`src/rtl/bin_to_bcd_dd_pkg.sv`:
```
// Shared constants for the double-dabble binary-to-BCD converter:
// state encodings, digit width and the shift-and-add-3 adjust constants.
package bin_to_bcd_dd_pkg;

    localparam int DIGIT_W = 4;

    localparam logic [1:0] ST_IDLE = 2'd0;
    localparam logic [1:0] ST_CONV = 2'd1;
    localparam logic [1:0] ST_DONE = 2'd2;

    // A digit above this threshold would exceed 9 after the next doubling
    localparam logic [DIGIT_W-1:0] ADJ_THRESH = 4'd4;
    localparam logic [DIGIT_W-1:0] ADJ_VAL    = 4'd3;

endpackage

```
`src/rtl/bin_to_bcd_dd_digit_adj.sv`:
```
// Single-digit double-dabble correction: adds 3 to a BCD digit greater than 4
// so that the following left shift carries correctly into the next digit.
module bcd_digit_adj
    import bin_to_bcd_dd_pkg::*;
(
    input  logic [DIGIT_W-1:0] d,
    output logic [DIGIT_W-1:0] q
);

    assign q = (d > ADJ_THRESH) ? d + ADJ_VAL : d;

endmodule

```
`src/rtl/bin_to_bcd_dd.sv`:
```
// Sequential binary-to-BCD converter (double dabble, one bit per clock).
// Define BIN2BCD_SIGNED_EN to treat bin_in as two's complement and report the sign on neg.
module bin_to_bcd_dd
    import bin_to_bcd_dd_pkg::*;
#(
    parameter int BIN_W  = 12,
    parameter int DIGITS = 4
) (
    input  logic                      clk,
    input  logic                      rst,
    input  logic                      start,
    input  logic [BIN_W-1:0]          bin_in,
    output logic                      busy,
    output logic                      valid,
    output logic [DIGIT_W*DIGITS-1:0] bcd_out,
    output logic                      ovf,
    output logic                      neg
);

    localparam int BCD_W = DIGIT_W * DIGITS;
    localparam int REG_W = BCD_W + BIN_W;
    localparam int CNT_W = $clog2(BIN_W);

    logic [1:0]       state_q;
    logic [REG_W-1:0] work_q;
    logic [REG_W-1:0] adj;
    logic [CNT_W-1:0] cnt_q;
    logic             ovf_sticky_q;
    logic [BCD_W-1:0] bcd_q;
    logic             ovf_q;
    logic             valid_q;
    logic [BIN_W-1:0] load_mag;

`ifdef BIN2BCD_SIGNED_EN
    logic signed [BIN_W-1:0] bin_s;
    logic                    sign_q;
    logic                    neg_q;

    // Most-negative input wraps to itself, which read unsigned is the correct magnitude
    assign bin_s    = bin_in;
    assign load_mag = bin_s[BIN_W-1] ? $unsigned(-bin_s) : $unsigned(bin_s);

    always_ff @(posedge clk or posedge rst) begin
        if (rst) begin
            sign_q <= 1'b0;
            neg_q  <= 1'b0;
        end else begin
            if (state_q == ST_IDLE && start)
                sign_q <= bin_s[BIN_W-1];
            if (state_q == ST_DONE)
                neg_q <= sign_q;
        end
    end

    assign neg = neg_q;
`else
    assign load_mag = bin_in;
    assign neg      = 1'b0;
`endif

    // Binary field passes straight through; every digit field is adjusted in parallel
    assign adj[BIN_W-1:0] = work_q[BIN_W-1:0];

    for (genvar i = 0; i < DIGITS; i++) begin : g_adj
        bcd_digit_adj u_adj (
            .d(work_q[BIN_W+DIGIT_W*i +: DIGIT_W]),
            .q(adj[BIN_W+DIGIT_W*i +: DIGIT_W])
        );
    end

    always_ff @(posedge clk or posedge rst) begin
        if (rst) begin
            state_q      <= ST_IDLE;
            work_q       <= '0;
            cnt_q        <= '0;
            ovf_sticky_q <= 1'b0;
            bcd_q        <= '0;
            ovf_q        <= 1'b0;
            valid_q      <= 1'b0;
        end else begin
            valid_q <= 1'b0;
            case (state_q)
                ST_IDLE: begin
                    if (start) begin
                        work_q       <= {{BCD_W{1'b0}}, load_mag};
                        cnt_q        <= CNT_W'(BIN_W - 1);
                        ovf_sticky_q <= 1'b0;
                        state_q      <= ST_CONV;
                    end
                end
                ST_CONV: begin
                    work_q <= {adj[REG_W-2:0], 1'b0};
                    // A set bit leaving the top digit is a lost 10^DIGITS carry
                    if (adj[REG_W-1])
                        ovf_sticky_q <= 1'b1;
                    if (cnt_q == '0)
                        state_q <= ST_DONE;
                    else
                        cnt_q <= cnt_q - CNT_W'(1);
                end
                ST_DONE: begin
                    bcd_q   <= work_q[REG_W-1 -: BCD_W];
                    ovf_q   <= ovf_sticky_q;
                    valid_q <= 1'b1;
                    state_q <= ST_IDLE;
                end
                default: state_q <= ST_IDLE;
            endcase
        end
    end

    assign busy    = (state_q != ST_IDLE);
    assign valid   = valid_q;
    assign bcd_out = bcd_q;
    assign ovf     = ovf_q;

endmodule

```
`config.mk`:
```
export PLATFORM = sky130hd
export DESIGN_NAME = bin_to_bcd_dd
export DESIGN_NICKNAME = d
export VERILOG_FILES = /design/src/rtl/bin_to_bcd_dd_pkg.sv /design/src/rtl/bin_to_bcd_dd_digit_adj.sv /design/src/rtl/bin_to_bcd_dd.sv
export SDC_FILE = /design/constraint.sdc
export NUM_CORES = 1
export LEC_CHECK = 0
export ABC_AREA = 1
export CORE_AREA = 4 4 71 100
export CTS_BUF_LIST = sky130_fd_sc_hd__clkbuf_8
export CTS_CLUSTER_SIZE = 28
export DETAILED_ROUTE_END_ITERATION = 8
export DIE_AREA = 0 0 75 104
export GPL_ROUTABILITY_DRIVEN = 1
export PLACE_DENSITY_LB_ADDON = 0.1
export SYNTH_ARGS = -nofsm -noshare
export SYNTH_HDL_FRONTEND = slang
export SYNTH_HIERARCHICAL = 1
export SYNTH_SLANG_ARGS = --single-unit
export TNS_END_PERCENT = 20
```
`constraint.sdc`:
```
create_clock -name clk -period 3.3 [get_ports clk]
set_clock_uncertainty 0.05 [all_clocks]
set_input_delay 0.33 -clock clk [delete_from_list [all_inputs] [get_ports clk]]
set_output_delay 0.33 -clock clk [all_outputs]
set_load 0.01 [all_outputs]
```
# Word level (Yosys, flattened, before mapping)
# Cells that the tools add are included.
dict set report totals {
  regBits 53
  inputBits 15
  word_cells 46
}
dict set report op_classes {
  magnitude_cmp 4
  addsub 5
  muxes 16
  eq_ne 6
  reduce_logical 8
}
# cell n
set op_table {}
lappend op_table {{28-bit case mux with 2 select lines} 1}
lappend op_table {{28-bit 2-to-1 mux} 1}
lappend op_table {{4-bit 2-to-1 mux} 6}
lappend op_table {{4-bit by 2-bit adder with 4-bit output, second input constant} 4}
lappend op_table {{4-bit by 3-bit > comparator with 1-bit output, second input constant} 4}
lappend op_table {{4-bit case mux with 2 select lines} 1}
lappend op_table {{2-bit != test, second input constant} 3}
lappend op_table {{3-bit AND reduction} 2}
lappend op_table {{4-bit logical NOT} 1}
lappend op_table {{2-bit 2-to-1 mux} 2}
lappend op_table {{2-bit case mux with 2 select lines} 1}
lappend op_table {{2-bit AND reduction} 2}
lappend op_table {{2-bit nonzero test} 2}
lappend op_table {{4-bit by 1-bit subtractor with 4-bit output, second input constant} 1}
lappend op_table {{1-bit 2-to-1 mux} 3}
lappend op_table {{2-bit by 1-bit equality test with 1-bit output, second input constant} 1}
lappend op_table {{2-bit equality test, second input constant} 1}
lappend op_table {{2-bit logical NOT} 1}
lappend op_table {{2-bit by 1-bit != test with 1-bit output, second input constant} 1}
lappend op_table {{1-bit case mux with 2 select lines} 1}

# Depth between registers and ports, before layout
dict set report logic_depth {
  word_depth 4
  mapped_depth 9
  depth_no_buf 9
}

# Modules after synthesis
# Netlist, hierarchy kept.
# module instances cells_per_inst area_per_inst_um2
set by_module_without_submodules {}
lappend by_module_without_submodules {bin_to_bcd_dd 1 237 2185.8}
lappend by_module_without_submodules {bcd_digit_adj 4 29 133.9}

# Worst setup path after synthesis
# No wires, ideal clock.
dict set report synth_timing {
  path_type {reg2reg}
  startpoint {register work_q[12]}
  endpoint {register work_q[15]}
  n_path_buf 0
  arrival_ns 1.037
  t_required_ns 3.124
  stages_incl_launch_ff 10
  path_slack_ns 2.087
  path_cell_list {dfrtp_1 inv_1 ha_1 inv_1 nand2_2 nand2_1 nand2_1 nand2_1 nand2_1 o21ai_0}
}
dict set report synth_between {
  elab_chain_len 3
}
# element line_no
set synth_lines {}
lappend synth_lines {{start, declared} bin_to_bcd_dd.sv:25} ;# logic [REG_W-1:0] work_q;
lappend synth_lines {{start signal, assigned} bin_to_bcd_dd.sv:85} ;# work_q <= {{BCD_W{1'b0}}, load_mag};
lappend synth_lines {{start signal, assigned} bin_to_bcd_dd.sv:92} ;# work_q <= {adj[REG_W-2:0], 1'b0};
lappend synth_lines {{4-bit by 2-bit adder with 4-bit output or 4-bit by 3-bit > comparator with 1-bit output (tied branches)} bin_to_bcd_dd_digit_adj.sv:10} ;# assign q = (d > ADJ_THRESH) ? d + ADJ_VAL : d;
lappend synth_lines {{4-bit 2-to-1 mux *} bin_to_bcd_dd_digit_adj.sv:10}
lappend synth_lines {{named net adj[14]} bin_to_bcd_dd.sv:26} ;# logic [REG_W-1:0] adj;
lappend synth_lines {{28-bit case mux with 2 select lines *} bin_to_bcd_dd.sv:82} ;# case (state_q)
# Mark *: on every way through the listed nets, which the timed path passes. The rest lies on a longest branch.
# A chain may end at the register's enable or synchronous reset.

# Worst setup path in the final report
dict set report layout_timing {
  startpoint {register state_q[0]}
  endpoint {output busy}
}
dict set report layout_between {
  elab_chain_len 1
}
# element line_no
set layout_lines {}
lappend layout_lines {{start, declared} bin_to_bcd_dd.sv:24} ;# logic [1:0] state_q;
lappend layout_lines {{start signal, assigned} bin_to_bcd_dd.sv:73} ;# state_q <= ST_IDLE;
lappend layout_lines {{start signal, assigned} bin_to_bcd_dd.sv:88} ;# state_q <= ST_CONV;
lappend layout_lines {{start signal, assigned} bin_to_bcd_dd.sv:97} ;# state_q <= ST_DONE;
lappend layout_lines {{2-bit nonzero test} bin_to_bcd_dd.sv:112} ;# assign busy = (state_q != ST_IDLE);
lappend layout_lines {{end, declared} bin_to_bcd_dd.sv:13} ;# output logic busy,
# No other way between the ends.

==> flow_summary.json <==
{
  "outcome": "complete, no violations",
  "critical_path_arrival_ns": 1.43,
  "synth-adder-area-share_pct": 4.60,
  "synth_area_um2": 2720,
  "vias": 2165,
  "cts_tree": "yes",
  "required_ns": 2.92,
  "holdCritStartpoint": "bcd_out[6]$_DFFE_PP0P_",
  "post_cts_buffers": 0,
  "hold_viol_final": 0,
  "slew_viol_final": 0,
  "holdWs_ns": 0.443,
  "hold_class": "register to register",
  "syn-num-nets": 378,
  "start_util_pct": 44.1,
  "route.detailed.drc": 0,
  "hold_buffers": 0,
  "gp_congestion": 0.843,
  "pre_cts_ws_ns": 1.67,
  "coreArea_um2": 6170,
  "die_w_um": 75,
  "seq_area_frac_synth_pct": 48.7,
  "synthSimpleGateAreaFrac_pct": 25.2,
  "antenna_found_initial": 0,
  "post-dp-hpwl_um": 3560,
  "htreeDepth": 2,
  "reg2reg_depth": 7,
  "grt_pass1_wl_um": 8830,
  "grt_overflow": 0,
  "setup_viol": 0,
  "wl_um": 5070,
  "fin_nets": 408,
  "drtIter0Drc": 111,
  "cts_buffers": 5,
  "worst_pin_slew_ns": 0.663,
  "wire_per_inst_um": 11.1,
  "finalPower_w": 0.00294,
  "r2r-start": "state_q[1]$_DFFE_PP0P_",
  "yosys.cell_types.count": 20,
  "grt_pass1_vias": 2002,
  "fillCellCount": 605,
  "insertion_delay_ns": 0.30,
  "synthXorXnorAreaFrac_pct": 0.322,
  "place_area_um2": 3070,
  "grt_max_degree": 54,
  "vias_per_cell": 4.75,
  "area_growth_pct": 17.0,
  "power.density_nw_per_um2": 923,
  "start_kind": "register",
  "end_kind": "output port",
  "clk_pin_slew_ns": 0.09,
  "rsz0062_at_grt": "no",
  "p_leak_nw": 1.62,
  "synth_compound_area_share_pct": 10.5,
  "final_area_um2": 3180,
  "synthMuxAreaShare_pct": 0,
  "clock_path_buffers": 2,
  "synth_warnings": 6,
  "fp.dieArea_um2": 7800,
  "ys_seq_elements": 53,
  "firstDrtPassIters": 4,
  "whs_path_depth": 2,
  "tns_ns": 0,
  "path_class": "register to output port",
  "clockRootBuffer": "clkbuf_8",
  "synthCells": 353,
  "period_share_pct": 54.9,
  "ant_nets": 0,
  "portBuffers": 33,
  "grt_use_total_pct": 14.0,
  "max_slew_margin_pct": 55.8,
  "cts_resized": 0,
  "antenna_cells": 0,
  "fmax_mhz": 552,
  "synth_top_family_by_area": "simple AND/OR/NAND/NOR gates",
  "maxCapViolCount": 0,
  "num_rows": 34,
  "cts_sinks": 53,
  "fin_crit_ns": 1.81,
  "syn_avg_cell_area_um2": 7.71,
  "cp_max_fo": 3,
  "drive_above_1_share_pct": 5.73,
  "die_h_um": 104,
  "layout_setup_ws_ns": 1.49,
  "io_pins": 35,
  "peakVddDrop_mv": 0.478,
  "crit_path_start": "state_q[0]$_DFFE_PP0P_"
}
[cells in the final DEF (no fill, tap or decap), types with 2 or more instances in the layout]
cell / netlist / routed
nand3_1: 22 / 22
inv_1: 51 / 51
nor2_1: 22 / 22
nand2_1: 112 / 112
clkdlybuf4s50_1: 0 / 33
inv_2: 2 / 3
clkbuf_8: 0 / 6
nand2_2: 7 / 7
ha_1: 10 / 10
o21ai_1: 12 / 12
a21oi_1: 11 / 11
dfrtp_1: 53 / 53
nand2_4: 2 / 2
o21ai_0: 34 / 34
[Yosys cell counts]
| cell | instances | share of area (%) |
|---|---|---|
| o21ai_1 | 12 | 2.2 |
| buf_4 | 3 | 0.83 |
| ha_1 | 10 | 4.6 |
| inv_1 | 51 | 7.0 |
| nand2_1 | 112 | 15 |
| nand2_2 | 7 | 1.6 |
| conb_1 | 1 | 0.14 |
| a21oi_1 | 11 | 2.0 |
| buf_2 | 4 | 0.74 |
| inv_2 | 2 | 0.28 |
| clkbuf_2 | 1 | 0.18 |
| dfrtp_1 | 53 | 49 |
| o21ai_0 | 34 | 6.3 |
| xor2_1 | 1 | 0.32 |
| inv_4 | 1 | 0.23 |
| nor2_1 | 22 | 3.0 |
| nor2_2 | 1 | 0.23 |
| nand3_1 | 22 | 4.0 |
| buf_6 | 3 | 1.2 |
| nand2_4 | 2 | 0.83 |
[report_power, final]
part / switching (W) / total, W / internal, W
combinational: 0.000813 / 0.00138 / 0.000569
sequential: 0.000182 / 0.00111 / 0.000928
clock: 0.000202 / 0.000447 / 0.000244
[final timing paths]
kind / endpoint / slack (ns)
worst max-delay path: busy / 1.49
worst min-delay path: bcd_out[6]$_DFFE_PP0P_ / 0.44
worst max register to register: cnt_q[2]$_DFFE_PP0P_ / 1.85
worst min register to register: bcd_out[6]$_DFFE_PP0P_ / 0.44
max in group asynchronous: work_q[25]$_DFFE_PP0P_ / 2.28
min in group asynchronous: bcd_out[7]$_DFFE_PP0P_ / 0.49
[flip-flops by register name, indices dropped and copies added (netlist names)]
| register | cells |
|---|---|
| bcd_out | 16 |
| state_q | 2 |
| ovf | 1 |
| valid | 1 |
| work_q | 28 |
| cnt_q | 4 |
| ovf_sticky_q | 1 |
[cell families after synthesis]
kind of cell | Yosys count
AND/OR/NAND/NOR | 166
buffers and inverters | 65
AO/OA/AOI/OAI | 57
flip-flops | 53
adder cells (fa/ha/maj) | 10
XOR/XNOR | 1
other | 1
[per-layer routing]
metal,wire length [um],vias up,GRT usage (%)
met4,51,0,3.82
met5,0,-,0
met2,2500,29,23.8
met1,2350,993,17.6
li1,-,1139,-
met3,172,4,2.71
[final cells by class]
class / count / area (um2) / area share (%)
Sequential cell: 53 / 1330 / 41.7
Multi-Input combinational cell: 235 / 1110 / 34.8
Timing Repair Buffer: 34 / 338 / 10.6
Inverter: 54 / 205 / 6.44
Tap cell: 72 / 90.1 / 2.83
Clock buffer: 6 / 82.6 / 2.59
Clock inverter: 2 / 33.8 / 1.06
[through the flow]
step	std cells	utilization, %
4_1_cts	456	51.6
6_report	456	51.6
3_3_place_gp	448	49.7
5_1_grt	456	51.6
3_5_place_dp	448	49.7
2_1_floorplan	353	-
[worst max-delay path: stages (launching register included)]
cell and delay, ns:
dfrtp_1 0.44, nor2_1 0.16, inv_1 0.06, clkdlybuf4s50_1 0.47
Note: power is estimated with default switching activity, not from simulation.
